===== src/rtl/consec_pkg.sv =====
// Shared types and record-layout helpers for the consecutive-run logger slice.
// A record is {start_ts, run_len}; run_len occupies the low LEN_W bits.
package consec_pkg;

    typedef enum logic {
        ST_IDLE = 1'b0,
        ST_RUN  = 1'b1
    } state_e;

    localparam int unsigned TS_W_DEF  = 16;
    localparam int unsigned LEN_W_DEF = 8;
    localparam int unsigned LEN_LSB   = 0;

    function automatic int unsigned rec_w(input int unsigned ts_w, input int unsigned len_w);
        return ts_w + len_w;
    endfunction

endpackage


===== src/rtl/consec_evt_fifo.sv =====
// First-word fall-through record FIFO with synchronous flush.
// Pointers carry one extra wrap bit so full and empty are distinguishable.
module consec_evt_fifo #(
    parameter int unsigned DEPTH = 4,
    parameter int unsigned W     = 24
) (
    input  logic         clk,
    input  logic         rst_n,
    input  logic         flush,
    input  logic         push,
    input  logic         pop,
    input  logic [W-1:0] wdata,
    output logic [W-1:0] rdata,
    output logic         full,
    output logic         empty
);

    localparam int unsigned AW = $clog2(DEPTH);

    logic [W-1:0] mem_q [DEPTH];
    logic [W-1:0] mem_d [DEPTH];
    logic [AW:0]  wr_ptr_q, wr_ptr_d;
    logic [AW:0]  rd_ptr_q, rd_ptr_d;
    logic         do_push;
    logic         do_pop;

    assign empty = (wr_ptr_q == rd_ptr_q);
    assign full  = (wr_ptr_q[AW] != rd_ptr_q[AW]) &&
                   (wr_ptr_q[AW-1:0] == rd_ptr_q[AW-1:0]);
    assign rdata = mem_q[rd_ptr_q[AW-1:0]];

    // A push into a full FIFO is still taken when the head leaves on the same edge.
    assign do_pop  = pop && !empty;
    assign do_push = push && (!full || do_pop);

    always_comb begin
        mem_d    = mem_q;
        wr_ptr_d = wr_ptr_q;
        rd_ptr_d = rd_ptr_q;
        if (flush) begin
            wr_ptr_d = '0;
            rd_ptr_d = '0;
        end else begin
            if (do_push) begin
                mem_d[wr_ptr_q[AW-1:0]] = wdata;
                wr_ptr_d = wr_ptr_q + 1'b1;
            end
            if (do_pop) begin
                rd_ptr_d = rd_ptr_q + 1'b1;
            end
        end
    end

    always_ff @(posedge clk or negedge rst_n) begin
        if (!rst_n) begin
            wr_ptr_q <= '0;
            rd_ptr_q <= '0;
            for (int unsigned i = 0; i < DEPTH; i++) begin
                mem_q[i] <= '0;
            end
        end else begin
            wr_ptr_q <= wr_ptr_d;
            rd_ptr_q <= rd_ptr_d;
            mem_q    <= mem_d;
        end
    end

endmodule


===== src/rtl/consec_run_logger.sv =====
// Measures each contiguous run of consec4=1, timestamps its start and queues
// qualifying {start_ts, run_len} records for a valid/ready consumer.
module consec_run_logger
    import consec_pkg::*;
#(
    parameter int unsigned TS_W    = TS_W_DEF,
    parameter int unsigned LEN_W   = LEN_W_DEF,
    parameter int unsigned MIN_LEN = 1,
    parameter int unsigned DEPTH   = 4,
    parameter int unsigned CNT_W   = 16
) (
    input  logic             CLK,
    input  logic             RST,
    input  logic             consec4,
    input  logic             clr,
    output logic             evt_valid,
    input  logic             evt_ready,
    output logic [TS_W-1:0]  evt_ts,
    output logic [LEN_W-1:0] evt_len,
    output logic [CNT_W-1:0] evt_count,
    output logic             overflow,
    output logic             busy
);

    localparam int unsigned      REC_W   = rec_w(TS_W, LEN_W);
    localparam logic [LEN_W-1:0] LEN_MIN = LEN_W'(MIN_LEN);

    state_e           state_q, state_d;
    logic [TS_W-1:0]  ts_q, ts_d;
    logic [TS_W-1:0]  start_q, start_d;
    logic [LEN_W-1:0] len_q, len_d;
    logic [CNT_W-1:0] cnt_q, cnt_d;
    logic             ovf_q, ovf_d;

    logic             push;
    logic             pop;
    logic             fifo_full;
    logic             fifo_empty;
    logic [REC_W-1:0] wdata;
    logic [REC_W-1:0] rdata;

    always_comb begin
        ts_d    = ts_q + 1'b1;
        state_d = state_q;
        start_d = start_q;
        len_d   = len_q;
        push    = 1'b0;
        case (state_q)
            ST_IDLE: begin
                if (consec4) begin
                    state_d = ST_RUN;
                    start_d = ts_q;
                    len_d   = LEN_W'(1);
                end
            end
            ST_RUN: begin
                if (consec4) begin
                    if (len_q != '1) begin
                        len_d = len_q + 1'b1;
                    end
                end else begin
                    state_d = ST_IDLE;
                    len_d   = '0;
                    push    = (len_q >= LEN_MIN);
                end
            end
            default: state_d = ST_IDLE;
        endcase
        if (clr) begin
            state_d = ST_IDLE;
            len_d   = '0;
            push    = 1'b0;
        end
    end

    assign pop = evt_valid && evt_ready;

    // Every qualifying end is counted even when the FIFO has to drop it.
    always_comb begin
        cnt_d = cnt_q;
        ovf_d = ovf_q;
        if (push) begin
            if (cnt_q != '1) begin
                cnt_d = cnt_q + 1'b1;
            end
            if (fifo_full && !pop) begin
                ovf_d = 1'b1;
            end
        end
        if (clr) begin
            cnt_d = '0;
            ovf_d = 1'b0;
        end
    end

    always_ff @(posedge CLK or negedge RST) begin
        if (!RST) begin
            ts_q    <= '0;
            state_q <= ST_IDLE;
            start_q <= '0;
            len_q   <= '0;
            cnt_q   <= '0;
            ovf_q   <= 1'b0;
        end else begin
            ts_q    <= ts_d;
            state_q <= state_d;
            start_q <= start_d;
            len_q   <= len_d;
            cnt_q   <= cnt_d;
            ovf_q   <= ovf_d;
        end
    end

    assign wdata = {start_q, len_q};

    consec_evt_fifo #(
        .DEPTH (DEPTH),
        .W     (REC_W)
    ) u_fifo (
        .clk   (CLK),
        .rst_n (RST),
        .flush (clr),
        .push  (push),
        .pop   (evt_ready),
        .wdata (wdata),
        .rdata (rdata),
        .full  (fifo_full),
        .empty (fifo_empty)
    );

    assign evt_valid = !fifo_empty;
    assign evt_ts    = rdata[REC_W-1:LEN_W];
    assign evt_len   = rdata[LEN_W-1:LEN_LSB];
    assign evt_count = cnt_q;
    assign overflow  = ovf_q;
    assign busy      = (state_q == ST_RUN);

endmodule


===== config.mk =====
export PLATFORM = sky130hd
export DESIGN_NAME = consec_run_logger
export DESIGN_NICKNAME = d
export VERILOG_FILES = /design/src/rtl/consec_pkg.sv /design/src/rtl/consec_evt_fifo.sv /design/src/rtl/consec_run_logger.sv
export SDC_FILE = /design/constraint.sdc
export NUM_CORES = 1
export LEC_CHECK = 0
export ABC_AREA = 1
export BUFFER_PORTS_ARGS = -buffer_cell sky130_fd_sc_hd__buf_2
export CELL_PAD_IN_SITES_DETAIL_PLACEMENT = 1
export CELL_PAD_IN_SITES_GLOBAL_PLACEMENT = 2
export CORE_MARGIN = 8
export CORE_UTILIZATION = 36
export DETAILED_ROUTE_END_ITERATION = 8
export PLACE_DENSITY = 0.88
export SLEW_MARGIN = 10
export SYNTH_ARGS = -nofsm -noshare
export SYNTH_HDL_FRONTEND = slang
export SYNTH_SLANG_ARGS = --single-unit

===== constraint.sdc =====
create_clock -name CLK -period 2.7 [get_ports CLK]
set_input_delay 0.135 -clock CLK [delete_from_list [all_inputs] [get_ports CLK]]
set_output_delay 0.135 -clock CLK [all_outputs]
set_load 0.02 [all_outputs]

# --- Word level (Yosys, flattened, before mapping) ---
# Index checks and enable logic that the tools add are counted.
classes:
  n_addsub: 5
  n_mul: 0
  n_div: 0
  n_lt_le_gt_ge: 4
  eq_ne: 7
  n_shift: 0
  mux: 26
  bitwise_logic: 4
  reduce_logical: 19
ops:
  columns: ["cell", "n"]
  rows:
  - ["96-bit bitwise mux", 1]
  - ["24-bit two-way mux", 3]
  - ["24-bit binary-select mux with 2-bit select", 1]
  - ["24-bit demux with 2-bit select", 1]
  - ["16-bit two-way mux", 3]
  - ["16-bit by 1-bit adder with 16-bit output, second input constant", 2]
  - ["8-bit two-way mux", 4]
  - ["16-bit inequality test, second input constant", 1]
  - ["8-bit one-hot mux with 2 select lines", 1]
  - ["3-bit two-way mux", 4]
  - ["2-bit AND reduction", 5]
  - ["2-bit nonzero test", 5]
  - ["8-bit by 1-bit adder with 8-bit output, second input constant", 1]
  - ["8-bit by 1-bit greater-or-equal comparator with 1-bit output, second input constant", 1]
  - ["1-bit two-way mux", 8]
  - ["8-bit inequality test, second input constant", 1]
  - ["3-bit by 1-bit adder with 3-bit output, second input constant", 2]
  - ["3-bit greater-or-equal comparator, second input constant", 2]
  - ["2-bit NOT with 3-bit output", 2]
  - ["1-bit logical AND", 5]
  - ["4-bit by 3-bit inequality test with 1-bit output, second input constant", 1]
  - ["3-bit == test", 1]
  - ["1-bit zero test", 3]
  - ["3-bit by 1-bit less-than comparator with 1-bit output, second input constant", 1]
  - ["5 further kinds", 6]
totals:
  reg_bits: 160
  latchBits: 0
  ramBits: 0
  rom_bits: 0
  output_inout_bits: 43
  n_memories: 0

# --- Longest topological paths before layout ---
# Gate-level depths: netlist (run 1).
depth:
  ltp_word: 8
  ltp_mapped: 13
  depth_no_buf: 12

# --- By module ---
# Synthesis (run 1) repeated with hierarchy kept, for this count alone.
hier_totals:
  hier_cells: 975
  area_unflattened_um2: 7815.0
by_module_without_submodules:
  columns: ["mod", "n_inst", "cells_each", "area_per_inst_um2", "seq_area_each_um2"]
  rows:
  - ["consec_evt_fifo", 1, 602, 4789.6, 2552.4]
  - ["consec_run_logger", 1, 373, 3025.4, 1451.4]

# --- Least setup slack after synthesis (run 1) ---
# No wires, ideal clock.
synth_timing:
  kind: "reg-to-reg"
  from: "reg len_q[0]"
  to: "reg u_fifo.mem_q[1] in the netlist's numbering"
  arrival_time_ps: 1750
  t_required_ps: 2583
  setup_slack_ps: 833
  stages_incl_launch_ff: 14
  synth_period_minus_slack_ps: 1867
  cell_sequence: "dfrtp_1 -> clkbuf_1 -> inv_1 -> ha_1 -> nand2_1 -> nor2_1 -> nand2_1 -> nand3_2 -> nor2_4 -> buf_4 -> nand2_2 -> buf_4 -> nand2_1 -> nand2_1"
synth_between:
  elab_chain_cells: 6
synth_lines:
  columns: ["element", "line", "rtl"]
  rows:
  - ["start: declaration", "consec_run_logger.sv:31", "logic [LEN_W-1:0] len_q, len_d;"]
  - ["start signal: assignment", "consec_run_logger.sv:108", "len_q <= len_d;"]
  - ["8-bit by 1-bit greater-or-equal comparator with 1-bit output", "consec_run_logger.sv:64", "push = (len_q >= LEN_MIN);"]
  - ["1-bit two-way mux", "consec_run_logger.sv:57", "if (consec4) begin"]
  - ["1-bit two-way mux", "consec_run_logger.sv:48", "case (state_q)"]
  - ["1-bit two-way mux", "consec_run_logger.sv:69", "if (clr) begin"]
  - ["1-bit logical AND", "consec_evt_fifo.sv:34", "assign do_push = push && (!full || do_pop);"]
  - ["2-bit AND reduction (no line)", null, null]
  - ["end signal: assignment", "consec_evt_fifo.sv:64", "mem_q <= mem_d;"]
  - ["end: declaration", "consec_evt_fifo.sv:20", "logic [W-1:0] mem_q [DEPTH];"]
# Every way passes these cells.
# A chain may end at the register's enable or synchronous reset.

# --- Worst setup path after layout (run 1) ---
layout_timing:
  from: "reg u_fifo.rd_ptr_q[0]"
  to: "out evt_ts[13]"
layout_between:
  elab_chain_cells: 4
layout_lines:
  columns: ["element", "line", "rtl"]
  rows:
  - ["start: declaration", "consec_evt_fifo.sv:23", "logic [AW:0] rd_ptr_q, rd_ptr_d;"]
  - ["start signal: assignment", "consec_evt_fifo.sv:63", "rd_ptr_q <= rd_ptr_d;"]
  - ["2-bit NOT with 3-bit output (implied by the code)", "consec_evt_fifo.sv:30", "assign rdata = mem_q[rd_ptr_q[AW-1:0]];"]
  - ["24-bit binary-select mux with 2-bit select", "consec_evt_fifo.sv:30", null]
  - ["24-bit two-way mux (implied by the code) (2 in series)", "consec_evt_fifo.sv:30", null]
  - ["end: declaration", "consec_run_logger.sv:18", "output logic [TS_W-1:0] evt_ts,"]
# Every way passes these cells. The select of a mux whose other input is x is not followed.

==> flow_summary.json, run 1 <==
{
  "status": "finished, final reports clean",
  "wl_per_cell_um": 17.3,
  "die_w_um": 163,
  "required_ns": 2.57,
  "swShare": 0.257,
  "cts_made_buffers": 17,
  "ys_types": 27,
  "ir_drop_mv": 0.448,
  "synth_adder_area_share": 0.0160,
  "combPwrFrac": 0.093,
  "clockPowerShare": 0.431,
  "synthCells": 991,
  "dp_slack_ns": 0.446,
  "grt_use_total": 0.182,
  "grt_overflow": 0,
  "relSlewSlack": 0.449,
  "vias": 6782,
  "arrival_ns": 2.24,
  "p_leak_nw": 4.67,
  "worstSkewPairLatency_ns": 0.42,
  "die-area_um2": 26700,
  "hold_path.class": "in2reg",
  "grt_pass1_wl_mm": 38.8,
  "fin_skew_ns": 0.00971,
  "ant_nets": 0,
  "via_per_inst": 5.18,
  "startpoint_type": "register",
  "synth_warnings": 0,
  "synth_top_family_by_area": "simple AND/OR/NAND/NOR gates",
  "rr_startpoint": "len_q[0]",
  "area_growth_pct": 13.7,
  "antenna_found_initial": 0,
  "cts_buffer_depth": 2,
  "maxCapViolCount": 0,
  "drtIter0Drc": 334,
  "worstPathMaxFanout": 44,
  "power_frac_seq": 0.476,
  "num_rows": 54,
  "place_congestion": 0.783,
  "drive_above_1_share": 0.109,
  "synthSimpleGateAreaFrac": 0.301,
  "finalSetupViolations": 0,
  "start_util": 0.362,
  "syn_area_um2": 7810,
  "regToRegSetupSlack_ns": 0.46,
  "critPathCaptureType": "primary output",
  "drcViolationCount": 0,
  "worst-slew-pin-transition_ns": 0.824,
  "cts_tree": "done",
  "power_density_nw_per_um2": 593,
  "fillers": 2639,
  "grt_max_degree": 68,
  "cts_root_buffer": "clkbuf_16",
  "rsz0062_at_grt": "no",
  "fin_crit_ns": 2.37,
  "clock-sinks": 160,
  "syn_nets": 1006,
  "syn_area_per_cell_um2": 7.88,
  "n_antenna_cell": 0,
  "crit_end": "evt_ts[13]",
  "finalHoldViolCount": 0,
  "worstReg2RegEnd": "u_fifo.mem_q[7]",
  "startpoint": "u_fifo.rd_ptr_q[0]",
  "fin_tns_setup_ns": 0,
  "synth_compound_area_frac": 0.0792,
  "yosys_register_bits": 160,
  "cts_setup_buffers": 0,
  "dp_hpwl_mm": 14.3,
  "min_period_over_period": 0.879,
  "muxShareOfSynthArea": 0.00577,
  "grt_pass1_vias": 7304,
  "slew_viol_final": 0,
  "r2r_cells": 10,
  "nNetsFinal": 1035,
  "cts_max_level": 4,
  "io-pin-count": 48,
  "core_region_area_um2": 21600,
  "routed_wl_mm": 22.7,
  "die_y_um": 163,
  "setup_slack_ns": 0.327,
  "holdBufCountCts": 2,
  "p_sw_w": 0.00136,
  "worstSetupPathType": "reg2out",
  "synth_xor_area_frac": 0.0247,
  "synth-seq-area-share": 0.513,
  "holdWs_ns": 0.0609,
  "io_buffers": 47,
  "ctsResizeCount": 0,
  "clkTransAtPathRegs_ns": 0.06,
  "p_int_w": 0.00391,
  "first_pass_iters": 4,
  "max_freq_mhz": 421
}
## per-stage QoR
step	util	instance area [um^2]	instances	total power, W
5_1_grt	0.412	8880	1310	0.00547
2_1_floorplan	-	7810	991	0.00282
3_3_place_gp	0.386	8320	1279	0.00304
4_1_cts	0.412	8880	1310	0.00533
6_report	0.412	8880	1310	0.00527
3_5_place_dp	0.386	8320	1279	0.00305
## area by class of cell
class / instances / area [um^2] / area share
repair buffers: 69 / 449 / 0.0506
clock inverters: 6 / 60.1 / 0.00676
clock buffers: 23 / 478 / 0.0538
multi-input cells: 717 / 3330 / 0.375
flip-flops and latches: 160 / 4000 / 0.451
inverters: 55 / 206 / 0.0233
well taps: 280 / 350 / 0.0395
## sequential cells by signal, summed over array words and instances, names as in the netlist, 3 cells and up
register,flops
start_q,16
len_q,8
evt_count,16
u_fifo.mem_q,96
ts_q,16
u_fifo.rd_ptr_q,3
u_fifo.wr_ptr_q,3
## how the worst min path moves through the flow
stage / cells past startpoint / endpoint / from
after detailed placement: 1 / u_fifo.mem_q[53] / RST
final: 3 / len_q[2] / consec4
after floorplan: 0 / busy / RST
after CTS: 3 / len_q[2] / consec4
after global placement: 1 / u_fifo.mem_q[54] / RST
after global routing: 3 / len_q[2] / consec4
## routing by layer
layer / up-vias / GRT usage / share of wire / routed length (um)
li1: 3266 / - / - / -
met3: 23 / 0.0297 / 0.032 / 719
met2: 110 / 0.302 / 0.48 / 10900
met1: 3383 / 0.239 / 0.47 / 10700
met4: 0 / 0.0534 / 0.013 / 296
met5: - / 0 / 0 / 0
## placed cells by master (no fill, tap or decap), drive strengths merged
master       count
buf             67
inv             55
nand3          139
a31oi            2
nand4            7
or2              1
dlygate4sd3      2
clkbuf          23
nand3b           1
clkinv           3
nor2            92
clkinvlp         2
bufinv           1
nand2          320
ha              10
o22ai           24
xor2            22
nor3             6
dfrtp          160
mux2             4
a21oi            3
o211ai           1
o21ai           82
o21bai           3
## power groups by stage
stage,Sequential (W),Combinational (W),Clock [W]
after floorplan,0.00254,0.000288,0
after global placement,0.00255,0.000493,0
after detailed placement,0.00255,0.000500,0
after CTS,0.00250,0.000505,0.00232
after global routing,0.00251,0.000552,0.00241
final,0.00251,0.000490,0.00227
## worst max-delay path: stages, from the launching register on
cell and delay [ns]:
dfrtp_1 0.55, buf_4 0.51, o21ai_0 0.19, o22ai_1 0.32, buf_2 0.23
## kinds of logic (layout without fill, tap and decap cells)
group | count (synthesis) | after routing
compound gates | 115 | 115
xor+xnor | 22 | 22
mux | 4 | 4
simple gates | 566 | 566
buf+inv | 114 | 153
fa+ha+maj | 10 | 10
flops | 160 | 160
## synthesized netlist by cell type, drive strengths merged
cell    number  area share
nand2      320        0.15
nor2        92       0.046
nand3b       1     0.00096
ha          10       0.016
or2          1     0.00080
o22ai       24       0.019
nand4        7      0.0056
o211ai       1     0.00096
xor2        22       0.025
buf         26       0.018
a31oi        2      0.0016
clkbuf      33       0.016
o21ai       82       0.053
inv         55       0.026
nor3         6      0.0038
dfrtp      160        0.51
a21oi        3      0.0019
o21bai       3      0.0029
nand3      139       0.090
mux2         4      0.0058
Note: power is estimated with default switching activity, not from simulation.
==> run 2, diff against run 1 <==
--- a/config.mk
+++ b/config.mk
@@ -9,7 +9,6 @@
 export BUFFER_PORTS_ARGS = -buffer_cell sky130_fd_sc_hd__buf_2
 export CELL_PAD_IN_SITES_DETAIL_PLACEMENT = 1
 export CELL_PAD_IN_SITES_GLOBAL_PLACEMENT = 2
-export CORE_MARGIN = 8
 export CORE_UTILIZATION = 36
 export DETAILED_ROUTE_END_ITERATION = 8
 export PLACE_DENSITY = 0.88
==> constraint.sdc (replaced) <==
create_clock -name CLK -period 2.5 [get_ports CLK]
set_input_delay 0.125 -clock CLK [delete_from_list [all_inputs] [get_ports CLK]]
set_output_delay 0.125 -clock CLK [all_outputs]
set_load 0.02 [all_outputs]
==> run 2 against run 1 <==
Compared with the run above:
- cell count is 0.38% higher
- register-to-register slack about the same
- combinational power is 8.6% higher
- non-clock buffer count grew 8
- clock skew up 0.00064 ns
- worst setup slack lost 0.0075 ns
- sequential power grew 8%
- first-iteration DRC count increased by 12%
- core utilization grew 1.3 points
- sequential share of layout area shrank 0.58 points
- critical path type unchanged
- largest power group unchanged
- highest routed layer unchanged
==> flow_summary.json, run 2 (synthesis gave the netlist of run 1 again) <==
{
  "first_pass_iters": 4,
  "clkTransAtPathRegs_ns": 0.06,
  "die-area_um2": 22300,
  "slew_viol_final": 0,
  "grt_use_total": 0.221,
  "cts_made_buffers": 17,
  "ant_nets": 0,
  "regToRegSetupSlack_ns": 0.45,
  "startpoint": "u_fifo.rd_ptr_q[0]",
  "placedInstanceArea_um2": 8400,
  "place_congestion": 0.793,
  "drive_above_1_share": 0.120,
  "wl_met1_mm": 10.7,
  "combPwrFrac": 0.092,
  "start_util": 0.369,
  "cts_buffer_depth": 2,
  "power_density_nw_per_um2": 643,
  "worstPathMaxFanout": 28,
  "largest_register": "u_fifo.mem_q",
  "power_frac_seq": 0.467,
  "rsz0062_at_grt": "no",
  "max_freq_mhz": 459,
  "fin_skew_ns": 0.0104,
  "path_depth": 5,
  "finalSetupViolations": 0,
  "grt_pass1_vias": 7177,
  "grt_pass1_wl_mm": 38.4,
  "required_ns": 2.38,
  "grt_max_degree": 64,
  "critPathMaxStageDelay_ns": 0.55,
  "nNetsFinal": 1043,
  "io_buffers": 47,
  "io-pin-count": 48,
  "clockPowerShare": 0.441,
  "status": "finished, final reports clean",
  "worstSetupPathType": "reg2out",
  "dp_slack_ns": 0.427,
  "cts_root_buffer": "clkbuf_16",
  "worstReg2RegEnd": "u_fifo.mem_q[73]",
  "clock-sinks": 160,
  "final_common_cell": "nand2_1",
  "wl_per_cell_um": 17.2,
  "arrival_ns": 2.06,
  "fin_area_um2": 8990,
  "p_int_w": 0.00426,
  "r2r_cells": 11,
  "num_rows": 53,
  "fin_tns_setup_ns": 0,
  "worstPathCellList": "inv_2 > buf_4 > o21ai_0 > o22ai_1 > buf_2",
  "antenna_found_initial": 0,
  "drcViolationCount": 0,
  "ir_drop_mv": 0.440,
  "fillers": 2613,
  "crit_end": "evt_len[1]",
  "cp_slowest_cell": "dfrtp_1",
  "p_sw_w": 0.00153,
  "setup_slack_ns": 0.319,
  "swShare": 0.264,
  "top_layer": "met4",
  "vias": 6840,
  "drtIter0Drc": 374,
  "wl_met2_mm": 10.9,
  "die_y_um": 149,
  "dp_hpwl_mm": 14.5,
  "worstSkewPairLatency_ns": 0.43,
  "die_w_um": 149,
  "area_growth_pct": 15.2,
  "min_period_over_period": 0.872,
  "hold_path.class": "in2reg",
  "p_leak_nw": 4.73,
  "via_per_inst": 5.20,
  "core_region_area_um2": 21200,
  "fin_crit_ns": 2.18,
  "largest_reg_flops": 96,
  "worst-slew-pin-transition_ns": 0.745,
  "rr_startpoint": "len_q[0]",
  "finalHoldViolCount": 0,
  "path_delay_family": "buffers and inverters",
  "grt_overflow": 0,
  "routed_wl_mm": 22.6,
  "n_antenna_cell": 0,
  "cts_tree": "done",
  "startpoint_type": "register",
  "worst-path-buf-inv": 3,
  "cts_max_level": 4,
  "layout_common_cells": "nand2_1, dfrtp_1, nand3_1",
  "critPathCaptureType": "primary output",
  "relSlewSlack": 0.502,
  "maxCapViolCount": 0,
  "wl_met3_um": 833
}
[run 2: cell count changes in the layout (fill, tap and decap cells not counted), sizes merged]
cell / change
buf: +8
clkbuf: -3
clkinv: +4
inv: +1
[run 2: final cells by class]
cell class | count | area (um^2) | area share
inverters | 55 | 206 | 0.0230
repair buffers | 77 | 534 | 0.0594
clock inverters | 11 | 108 | 0.0120
multi-input cells | 717 | 3330 | 0.370
flip-flops and latches | 160 | 4000 | 0.445
well taps | 275 | 344 | 0.0383
clock buffers | 20 | 467 | 0.0519
[run 2: timing repair]
action / 4_1_cts / 5_1_grt
hold endpoints to repair: 62 / 0
hold buffers: 2 / 0
buffers inserted: 0 / 0
resized for setup: 0 / 0
[run 2: worst min path at each step]
stage | start | to | slack (ns) | cells past startpoint
5_1_grt | evt_ready | u_fifo.rd_ptr_q[1] | 0.07 | 4
3_5_place_dp | RST | u_fifo.mem_q[3] | 0.18 | 1
3_3_place_gp | RST | u_fifo.mem_q[75] | 0.18 | 1
4_1_cts | evt_ready | u_fifo.rd_ptr_q[1] | 0.04 | 4
6_report | evt_ready | u_fifo.rd_ptr_q[1] | 0.05 | 4
2_1_floorplan | RST | busy | -0.17 | 0
[run 2: worst reg2reg max path, stage by stage (launching register included)]
cell,delay (ns)
dfrtp_1,0.55
inv_1,0.12
ha_1,0.21
nand2_1,0.06
nor2_1,0.04
nand2_1,0.10
nand3_2,0.10
nor2_4,0.25
nand2_1,0.13
buf_4,0.23
nand2_1,0.09
nand2_1,0.05
[run 2: routing by layer]
metal	global-route usage	vias up
met5	0	-
met4	0.0622	0
met3	0.0385	19
met2	0.360	106
met1	0.301	3425
li1	-	3290
[run 2: power by group through the flow]
stage          sequential [W]  combinational (W)  clock, W
2_1_floorplan         0.00274           0.000311         0
3_3_place_gp          0.00275           0.000529         0
3_5_place_dp          0.00275           0.000537         0
4_1_cts               0.00270           0.000542   0.00261
5_1_grt               0.00271           0.000598   0.00272
6_report              0.00270           0.000532   0.00255
[run 2: through the flow]
| step | total power (W) | utilization | hold WS, ns | instances |
|---|---|---|---|---|
| floorplan | 0.00305 | - | -0.171 | 991 |
| global placement | 0.00328 | 0.397 | 0.179 | 1282 |
| detailed placement | 0.00329 | 0.397 | 0.182 | 1282 |
| CTS | 0.00585 | 0.425 | 0.0436 | 1315 |
| global route | 0.00602 | 0.425 | 0.0705 | 1315 |
| finish | 0.00579 | 0.425 | 0.0529 | 1315 |
==> run 3, diff against run 2 <==
--- a/config.mk
+++ b/config.mk
@@ -11,7 +11,7 @@
 export CELL_PAD_IN_SITES_GLOBAL_PLACEMENT = 2
 export CORE_UTILIZATION = 36
 export DETAILED_ROUTE_END_ITERATION = 8
-export PLACE_DENSITY = 0.88
+export PLACE_DENSITY_LB_ADDON = 0.1
 export SLEW_MARGIN = 10
 export SYNTH_ARGS = -nofsm -noshare
 export SYNTH_HDL_FRONTEND = slang
==> run 3 against run 2 <==
Compared with the run above:
- routed wire length grew 2.0%
- highest routed layer unchanged
- largest power group unchanged
- core utilization shrank 0.19 points
- clock skew grew 0.0073 ns
- flip-flop and latch count is the same
- via count shrank 1.6%
- final area shrank 0.45%
- sequential power is essentially flat
- combinational power grew 2%
- register-to-register slack lost 0.07 ns
- largest cell class unchanged
- clock-buffer cell count shrank 2
==> flow_summary.json, run 3 (synthesis gave the netlist of run 1 again) <==
{
  "clkTransAtPathRegs_ns": 0.07,
  "start_util": 0.369,
  "min_from": "consec4",
  "finalSetupViolations": 0,
  "wl_per_cell_um": 17.5,
  "required_ns": 2.38,
  "grt_pass1_wl_mm": 38.5,
  "io_buffers": 47,
  "grt_pass1_vias": 7063,
  "min_period_over_period": 0.874,
  "worstPathMaxFanout": 49,
  "fin_skew_ns": 0.0176,
  "die_w_um": 149,
  "arrival_ns": 2.06,
  "clock-sinks": 160,
  "cts_setup_buffers": 0,
  "drtIter0Drc": 295,
  "grt_max_degree": 72,
  "fillers": 2572,
  "relSlewSlack": 0.538,
  "power_density_nw_per_um2": 651,
  "worst-slew-pin-transition_ns": 0.693,
  "die_y_um": 149,
  "maxCapViolCount": 0,
  "routed_wl_mm": 23.1,
  "cts_root_buffer": "clkbuf_16",
  "finalHoldViolCount": 0,
  "rr_startpoint": "len_q[1]",
  "fin_area_um2": 8950,
  "fin_tns_setup_ns": 0,
  "critPathMaxStageDelay_ns": 0.45,
  "instances_no_fill": 1314,
  "cts_tree": "done",
  "holdWs_ns": 0.0559,
  "power_frac_seq": 0.462,
  "p_int_w": 0.00421,
  "place_congestion": 0.738,
  "die-area_um2": 22300,
  "n_antenna_cell": 0,
  "io-pin-count": 48,
  "num_rows": 53,
  "combPwrFrac": 0.093,
  "drcViolationCount": 0,
  "clockPowerShare": 0.445,
  "status": "finished, final reports clean",
  "grt_overflow": 0,
  "cp_slowest_cell": "buf_4",
  "largest_register": "u_fifo.mem_q",
  "swShare": 0.278,
  "max_freq_mhz": 458,
  "largest_reg_flops": 96,
  "rsz0062_at_grt": "no",
  "cts_max_level": 4,
  "dpl.cell_count": 1280,
  "p_leak_nw": 4.71,
  "first_pass_iters": 5,
  "drive_above_1_share": 0.119,
  "dp_hpwl_mm": 14.3,
  "critPathCaptureType": "primary output",
  "fin_crit_ns": 2.19,
  "via_per_inst": 5.12,
  "slew_viol_final": 0,
  "final_common_cell": "nand2_1",
  "startpoint": "u_fifo.rd_ptr_q[0]",
  "placedInstanceArea_um2": 8360,
  "grt_use_total": 0.225,
  "cts_made_buffers": 17,
  "core_region_area_um2": 21200,
  "p_sw_w": 0.00162,
  "ctsResizeCount": 0,
  "worstPathCellList": "inv_2 > buf_4 > o21ai_0 > o22ai_1 > buf_2",
  "nNetsFinal": 1041,
  "worstSkewPairLatency_ns": 0.43,
  "layout_common_cells": "nand2_1, dfrtp_1, nand3_1",
  "ir_drop_mv": 0.436,
  "hold_path.class": "in2reg",
  "startpoint_type": "register",
  "vias": 6729,
  "worstSetupPathType": "reg2out",
  "antenna_found_initial": 0,
  "cts_buffer_depth": 2,
  "ant_nets": 0,
  "area_growth_pct": 14.7
}
run 3: critical path, delay by kind of cell, from the launching register on:
kind	cells	cell delay, ns
flops	1	0.42
compound gates	2	0.45
buf+inv	3	0.74
run 3: cell type report:
class | instances | area (um^2) | area share
repair buffers | 75 | 494 | 0.0552
clock buffers | 18 | 429 | 0.0479
multi-input cells | 717 | 3330 | 0.372
well taps | 275 | 344 | 0.0384
clock inverters | 14 | 144 | 0.0161
inverters | 55 | 206 | 0.0231
flip-flops and latches | 160 | 4010 | 0.447
run 3: routing by layer:
layer,GRT usage,part of all wire,vias up
met5,0,0,-
met4,0.0597,0.011,0
met3,0.0355,0.021,22
met2,0.370,0.48,72
met1,0.307,0.49,3355
li1,-,-,3280
run 3: worst paths after layout:
check | end | slack (ns) | depth (start not counted)
max | evt_len[0] | 0.31 | 5
min | len_q[2] | 0.06 | 3
max reg2reg | u_fifo.mem_q[0] | 0.38 | 10
min reg2reg | u_fifo.mem_q[44] | 0.47 | 2
max in group asynchronous | u_fifo.wr_ptr_q[0] | 1.50 | 3
min in group asynchronous | u_fifo.mem_q[7] | 0.30 | 2
run 3: per-stage QoR:
step                      power [W]  utilization  setup WS, ns
final                       0.00583        0.423         0.314
after global placement      0.00329        0.395         0.444
after floorplan             0.00305            -         0.633
after global routing        0.00607        0.423         0.149
after CTS                   0.00591        0.423         0.273
after detailed placement    0.00330        0.395         0.356
run 3: power by group through the flow:
stage | Clock (W) | Combinational [W] | Sequential (W)
5_1_grt | 0.00276 | 0.000613 | 0.00270
2_1_floorplan | 0 | 0.000311 | 0.00274
6_report | 0.00259 | 0.000542 | 0.00269
3_3_place_gp | 0 | 0.000550 | 0.00274
3_5_place_dp | 0 | 0.000553 | 0.00274
4_1_cts | 0.00266 | 0.000557 | 0.00269
run 3: repair_timing:
item | in CTS | in global routing
hold endpoints to repair | 64 | 0
endpoints found under the setup margin | 0 | 0
hold buffers | 2 | 0
